<file path="config.mk">
export PLATFORM = sky130hd
export DESIGN_NAME = pipeline_hazard_ctrl
export DESIGN_NICKNAME = d
export VERILOG_FILES = /design/src/rtl/pipeline_hazard_ctrl.sv
export SDC_FILE = /design/constraint.sdc
export NUM_CORES = 1
export LEC_CHECK = 0
export ABC_AREA = 1
export CORE_UTILIZATION = 38
export DETAILED_ROUTE_END_ITERATION = 6
export PLACE_DENSITY = 0.68
export SLEW_MARGIN = 20
export SYNTH_ARGS = -nofsm -noshare
export SYNTH_HDL_FRONTEND = slang
export SYNTH_SLANG_ARGS = --single-unit
</file>
<file path="constraint.sdc">
create_clock -name CLK -period 5.2 [get_ports CLK]
set_clock_uncertainty 0.15 [all_clocks]
set_input_delay 1.04 -clock CLK [delete_from_list [all_inputs] [get_ports CLK]]
set_output_delay 1.04 -clock CLK [all_outputs]
set_load 0.1 [all_outputs]
</file>
<file path="src/rtl/pipeline_hazard_ctrl.sv">
// Hazard controller for the in-order pipeline: per-latch write enables and flushes,
// PC update controls, sticky halt and saturating stall/flush counters.
module pipeline_hazard_ctrl #(
    parameter int NLAT    = 4,
    parameter int JMP_LAT = 0,
    parameter int BR_LAT  = 1,
    parameter int MEM_LAT = 2,
    parameter int RA_W    = 5,
    parameter int CNT_W   = 16
) (
    input  logic             CLK,
    input  logic             nRST,
    input  logic             ihit,
    input  logic             dhit,
    input  logic             mem_dREN,
    input  logic             mem_dWEN,
    input  logic             ex_memread,
    input  logic [RA_W-1:0]  ex_rd,
    input  logic [RA_W-1:0]  id_rs,
    input  logic [RA_W-1:0]  id_rt,
    input  logic             id_uses_rt,
    input  logic             jmp_taken,
    input  logic             br_taken,
    input  logic             wb_halt,
    output logic [NLAT-1:0]  latW,
    output logic [NLAT-1:0]  latFlush,
    output logic             pc_W,
    output logic [1:0]       pc_src,
    output logic             tgt_cap,
    output logic             halted,
    output logic [CNT_W-1:0] stall_cnt,
    output logic [CNT_W-1:0] flush_cnt,
    output logic [1:0]       dbg_st,
    output logic             dbg_pend
);

    typedef enum logic [1:0] {
        RUN   = 2'd0,
        DWAIT = 2'd1,
        HALT  = 2'd2
    } state_t;

    localparam logic [CNT_W-1:0] CNT_ONE = {{(CNT_W-1){1'b0}}, 1'b1};

    state_t st, st_nx;
    logic   pend, pend_nx;
    logic   flush_ev;
    logic   dmiss, loaduse, redir;
    int     span;

    assign dmiss   = (mem_dREN | mem_dWEN) & ~dhit;
    assign loaduse = ex_memread & (ex_rd != '0) &
                     ((ex_rd == id_rs) | (id_uses_rt & (ex_rd == id_rt)));
    assign redir   = jmp_taken | br_taken;
    assign span    = br_taken ? BR_LAT : JMP_LAT;

    assign dbg_st   = st;
    assign dbg_pend = pend;

    always_comb begin
        latW     = '1;
        latFlush = '0;
        pc_W     = 1'b1;
        pc_src   = 2'b00;
        tgt_cap  = 1'b0;
        halted   = 1'b0;
        flush_ev = 1'b0;
        st_nx    = st;
        pend_nx  = pend;
        if (!nRST) begin
            latW     = '0;
            latFlush = '1;
            pc_W     = 1'b0;
            st_nx    = RUN;
            pend_nx  = 1'b0;
        end else if (st == HALT || wb_halt) begin
            latW   = '0;
            pc_W   = 1'b0;
            halted = 1'b1;
            st_nx  = HALT;
        end else if (dmiss) begin
            // Freeze everything up to MEM; the stage past MEM drains as a bubble.
            for (int i = 0; i < NLAT; i++) begin
                if (i <= MEM_LAT) latW[i] = 1'b0;
                else              latFlush[i] = 1'b1;
            end
            pc_W  = 1'b0;
            st_nx = DWAIT;
        end else begin
            st_nx = RUN;
            if (redir) begin
                for (int i = 0; i < NLAT; i++) begin
                    if (i <= span) latFlush[i] = 1'b1;
                end
                flush_ev = 1'b1;
                if (ihit) begin
                    pc_src  = 2'b01;
                    pend_nx = 1'b0;
                end else begin
                    pc_W    = 1'b0;
                    tgt_cap = 1'b1;
                    pend_nx = 1'b1;
                end
            end else if (loaduse) begin
                latW[0]     = 1'b0;
                latFlush[1] = 1'b1;
                pc_W        = 1'b0;
            end else if (pend && ihit) begin
                // Word fetched during the miss is wrong-path; drop it and take the held target.
                pc_src      = 2'b10;
                latFlush[0] = 1'b1;
                pend_nx     = 1'b0;
            end else if (!ihit) begin
                pc_W        = 1'b0;
                latFlush[0] = 1'b1;
            end
        end
    end

    always_ff @(posedge CLK) begin
        if (!nRST) begin
            st        <= RUN;
            pend      <= 1'b0;
            stall_cnt <= '0;
            flush_cnt <= '0;
        end else begin
            st   <= st_nx;
            pend <= pend_nx;
            if (!pc_W && st != HALT && stall_cnt != '1)
                stall_cnt <= stall_cnt + CNT_ONE;
            if (flush_ev && flush_cnt != '1)
                flush_cnt <= flush_cnt + CNT_ONE;
        end
    end

endmodule

</file>
* After elaboration in Yosys (flattened, before gate mapping)
Cells that the tools add are included.
Word-level totals: flip-flop bits (word level) 35, bits of input ports 26, output and inout bits 48, logic and storage cells 89
Operators by class: $add $sub $neg 2, magnitude comparators 4, eq/ne operators 7, multiplexer cells 50, bitwise logic cells 11, reductions and logical operators 10
Operators by type and width (number):
- two-way mux 1 bit | 35
- adder 16 x 1 -> 16 bit, second input constant | 2
- != test 16 bit, second input constant | 2
- two-way mux 2 bit | 10
- two-way mux 4 bit | 4
- equality test 5 bit | 2
- nonzero test 5 bit | 1
- bitwise AND 1 bit | 4
- <= comparator 2 x 1 -> 1 bit, first input constant | 2
- logical AND 1 bit | 4
- NOT 1 bit | 4
- AND reduction 4 bit | 1
- two-way mux 3 bit | 1
- OR 1 bit | 3
- equality test 2 bit, second input constant | 1
- <= comparator 1 bit, first input constant | 2
- != test 2 x 1 -> 1 bit, second input constant | 1
- != test 2 bit, second input constant | 1
- nonzero test 2 bit | 1
- OR reduction 2 bit | 1
- zero test 1 bit | 1
- logical OR 1 bit | 1

* Depth between registers and ports, before layout
depth in word-level cells 12, gate-level depth with buffers 13, depth with buffers taken out 13

* Worst setup path before layout
Ideal clock, no wire load.
kind flip-flop to output port, from register st[0] (netlist: dbg_st[0]), to output pc_src[1], arrival time 4.064 ns, slack -0.054 ns, stages on the path, launching flop included 7, cell sequence dfxtp_1 > inv_2 > nand2_2 > nand2_1 > nor2_4 > nand2_2 > nor3_1
On the way: cells in the longest elaborated chain, start to end 4
Ends and longest elaborated chain:
- from (decl) | RTL line 45 | state_t st, st_nx;
- from (signal assigned) | RTL line 127 | st <= st_nx;
- equality test 2 bit | RTL line 76 | end else if (st == HALT || wb_halt) begin
- logical OR 1 bit | RTL line 76
- two-way mux 2 bit | RTL line 76
- two-way mux 2 bit | RTL line 70 | if (!nRST) begin
- to (decl) | RTL line 28 | output logic [1:0] pc_src,
Every way passes these cells.

* Worst setup path in the final report
from input nRST, to output pc_W
On the way: cells in the longest elaborated chain, start to end 1
Ends and longest elaborated chain:
- from (decl) | RTL line 12 | input logic nRST,
- two-way mux 1 bit | RTL line 70
- to (decl) | RTL line 27 | output logic pc_W,
Every way passes these cells.

==> impl_table.tex <==
\begin{tabular}{lr}
\hline
Metric & Value \\
\hline
\multicolumn{2}{l}{\textbf{Worst setup path}} \\
\quad Cell breakdown of the critical path & clkdlybuf4s50\_1 -> inv\_2 -> nor2\_4 -> nand2\_2 -> inv\_2 -> nand3\_2 -> inv\_1 -> buf\_12 \\
\quad R2r startpoint & stall\_cnt[0] \\
\quad Crit path required time & 4.01 ns \\
\quad Crit path launch & nRST \\
\quad Sort of element at the end of the critical path & output port \\
\quad Cell depth of the worst flop-to-flop path & 11 \\
\quad Maximum fanout along the worst path & 18 \\
\quad Worst setup path class & in2out \\
\quad Arrival @ worst endpoint & 3.09 ns \\
\quad Crit-path most repeated cell & sky130\_fd\_sc\_hd\_\_inv\_2 \\
\quad CP peak stage delay & 0.85 ns \\
\quad Max stage delay cell, worst path & sky130\_fd\_sc\_hd\_\_clkdlybuf4s50\_1 \\
\quad CP startpoint kind & input port \\
\multicolumn{2}{l}{\textbf{Clock tree}} \\
\quad Clk sinks & 35 \\
\quad CTS Buffer Depth & 2 \\
\quad Total setup buffers inserted after CTS & 0 \\
\quad Count of H-tree levels built during CTS & 2 \\
\quad TritonCTS clock tree & built \\
\quad Number of gates given a new drive strength after cts & 0 \\
\quad Reg clk slew, reported paths & 0.07 ns \\
\quad Source-to-sink clock delay at the later pin of the worst-skew pair & 0.29 ns \\
\quad Root Buffer & sky130\_fd\_sc\_hd\_\_clkbuf\_8 \\
\quad Num CTS Buffers & 5 \\
\quad Count of hold buffers inserted by post-cts repair & 0 \\
\multicolumn{2}{l}{\textbf{Layout}} \\
\quad Number of nets in the layout & 445 \\
\quad Share of layout cells above drive strength 1 & 14.6\% \\
\quad Antenna fix cells & 0 \\
\quad Final std cells w/o fill & 489 \\
\quad Cell area after layout & 3150 um\^{}2 \\
\quad Final core utilization & 55.8\% \\
\quad Area delta synth->final & 38.3\% \\
\multicolumn{2}{l}{\textbf{Die}} \\
\quad Die Y-Extent & around 79 um \\
\quad Ports placed on the boundary & 74 \\
\quad Area of the die & between 6000 and 7000 um\^{}2 \\
\quad Number of placement rows & 27 \\
\quad Die width & 79.4 um \\
\quad Placeable core region & 5640 um\^{}2 \\
\quad Starting density of the core & 40.4\% \\
\multicolumn{2}{l}{\textbf{GRT}} \\
\quad Wire length of the first global-routing pass & around 9700 um \\
\quad Maximum number of pins on one net before global-route repair & 26 \\
\quad Gr busiest metal & met2 \\
\quad Global routing usage on met1 & 23.0\% \\
\quad GRT Overall Usage & 19.3\% \\
\quad Global-route track usage on met3 & 4.91\% \\
\quad Antenna violations before repair & 0 \\
\quad Overflow left after global routing & 0 \\
\quad Vias in the first global route & 2142 \\
\quad Met2 Track Usage GR & 33.4\% \\
\multicolumn{2}{l}{\textbf{Place}} \\
\quad Detailed Place HPWL & 4280 um \\
\quad Number of cells after detailed placement & 482 \\
\quad Post-detailed-placement cell area & 3060 um\^{}2 \\
\quad Buffers added on ports & 73 \\
\quad GP Congestion & 0.832 \\
\multicolumn{2}{l}{\textbf{Hold path}} \\
\quad Number of cells on the worst hold path & 2 \\
\quad Classification of the worst-slack hold path & reg2reg \\
\quad Critical hold path startpoint & flush\_cnt[8] \\
\multicolumn{2}{l}{\textbf{Drt}} \\
\quad Antenna-violating nets left & 0 \\
\quad Routed length per placed instance & around 11 um \\
\quad Routed via count & 2414 \\
\quad Post-detailed-routing wire length & between 5000 and 6000 um \\
\quad Detailed router's first-iteration violation count & between 100 and 150 \\
\quad Drc violations & 0 \\
\quad TritonRoute pass-1 iters & 4 \\
\quad Routed vias/inst & 4.94 \\
\multicolumn{2}{l}{\textbf{Synth}} \\
\quad Most area-hungry cell type in the Yosys netlist & sky130\_fd\_sc\_hd\_\_dfxtp\_1 \\
\quad Cell area after synthesis & 2280 um\^{}2 \\
\quad Synthesized area per cell & 6.60 um\^{}2 \\
\quad Top\_reg\_cell synth & sky130\_fd\_sc\_hd\_\_dfxtp\_1 \\
\quad Proportion of netlist area held by the largest area contributor & 30.8\% \\
\quad Number of cells produced by synthesis & 345 \\
\quad Top cells by area in the synthesized netlist & sky130\_fd\_sc\_hd\_\_dfxtp\_1 (31\%), sky130\_fd\_sc\_hd\_\_nand2\_1 (14\%), sky130\_fd\_sc\_hd\_\_nand3\_1 (6.6\%) \\
\quad Async S/R FF share, synth & 0\% \\
\quad Count of flip-flops with a built-in enable after synthesis & 0 \\
\quad Syn Nets & 373 \\
\quad Synthesized flop and latch total & 35 \\
\quad Post-synth cell types & 35 \\
\quad Warning count from the yosys run & 0 \\
\quad Register area share after synthesis & 30.8\% \\
\multicolumn{2}{l}{\textbf{STA}} \\
\quad Number of setup violations in the final report & 0 \\
\quad Unrepaired setup endpoints after global routing & false \\
\quad Transition time of the tightest slew-check pin & 0.978 ns \\
\quad Setup total negative slack & 0 ns \\
\quad Number of pins with negative max-slew slack in the final report & 0 \\
\quad Fin crit period & 4.28 ns \\
\quad Final hold violations & 0 \\
\quad Maximum achievable frequency & 0.234 GHz \\
\quad Share of the clock period used by the worst path after layout & 82.3\% \\
\quad Slew Limit Headroom & 34.6\% \\
\multicolumn{2}{l}{\textbf{Power}} \\
\quad Total power divided by cell area & 203 nW/um\^{}2 \\
\quad Leakage power & 1.21 nW \\
\quad Maximum resistive drop on vdd & between 0.1 and 0.15 mV \\
\multicolumn{2}{l}{\textbf{Flow run}} \\
\quad Number of violations of the max-capacitance limit & 0 \\
\multicolumn{2}{l}{\textbf{Outcome}} \\
\quad Status & finished clean \\
\hline
\end{tabular}
state kept, by name, indices dropped and copies added (netlist names):
register,cells
stall_cnt,16
dbg_st,2
flush_cnt,16
dbg_pend,1
critical path, delay by kind of cell:
family | cells | cell delay [ns]
buffers and inverters | 5 | 1.46
and+or+nand+nor | 3 | 0.58
cell usage in the layout (no fill, tap or decap), drive strengths merged, types with 13 or more instances in the layout:
cell type,Yosys,final
nand2,93,93
clkdlybuf4s50,0,60
nor2,46,46
inv,41,41
dfxtp,35,35
nand3,32,32
a21oi,27,27
buf,7,14
xnor2,13,13
cells by family after synthesis:
logic type	share of synthesized area, %
AO/OA/AOI/OAI	11.2
XOR/XNOR	8.08
adder cells (fa/ha/maj)	1.10
buffers and inverters	9.40
flip-flops	30.8
AND/OR/NAND/NOR	39.5
metrics by stage:
stage | hold slack (ns) | power [mW] | setup slack, ns
4_1_cts | 0.348 | 0.648 | 0.912
2_1_floorplan | 0.760 | 0.399 | 0.273
6_report | 0.346 | 0.640 | 0.918
5_1_grt | 0.377 | 0.675 | 0.728
3_5_place_dp | 0.336 | 0.446 | 0.911
3_3_place_gp | 0.337 | 0.445 | 0.984
final cells by class:
class / count / area [um^2]
multi-input combinational: 259 / 1370
tap: 72 / 90.1
timing repair buffer: 74 / 743
sequential: 35 / 701
clock buffer: 6 / 82.6
fill: 538 / 2490
inverter: 42 / 160
clock inverter: 1 / 5.00
power by group:
part           internal, mW  switching [mW]
clock network         0.104          0.0963
registers             0.272         0.00532
logic                0.0478           0.114
Yosys cell counts, types with 4 or more instances:
cell                      instances
sky130_fd_sc_hd__a21oi_1         17
sky130_fd_sc_hd__xor2_1           8
sky130_fd_sc_hd__buf_2            4
sky130_fd_sc_hd__a21oi_2         10
sky130_fd_sc_hd__nor2_1          40
sky130_fd_sc_hd__o21ai_1          4
sky130_fd_sc_hd__xnor2_1         13
sky130_fd_sc_hd__nor3_1           8
sky130_fd_sc_hd__nand4_1         10
sky130_fd_sc_hd__nand2_1         85
sky130_fd_sc_hd__inv_2           11
sky130_fd_sc_hd__dfxtp_1         35
sky130_fd_sc_hd__inv_1           29
sky130_fd_sc_hd__o21ai_0          5
sky130_fd_sc_hd__nand2_2          6
sky130_fd_sc_hd__nand3_1         30
sky130_fd_sc_hd__nor2_4           4
metal layers:
metal  vias up  part of all wire (%)
li1       1258                     -
met1      1089                    46
met2        63                    48
met3         4                   5.2
met4         0                   1.2
met5         -                     0
final timing paths:
| kind | to | slack (ns) |
|---|---|---|
| worst max register to register | stall_cnt[6] | 3.00 |
| worst min-delay path | flush_cnt[8] | 0.35 |
| worst max-delay path | pc_W | 0.92 |
| worst min register to register | flush_cnt[8] | 0.35 |
Note: power is estimated with default switching activity, not from simulation.
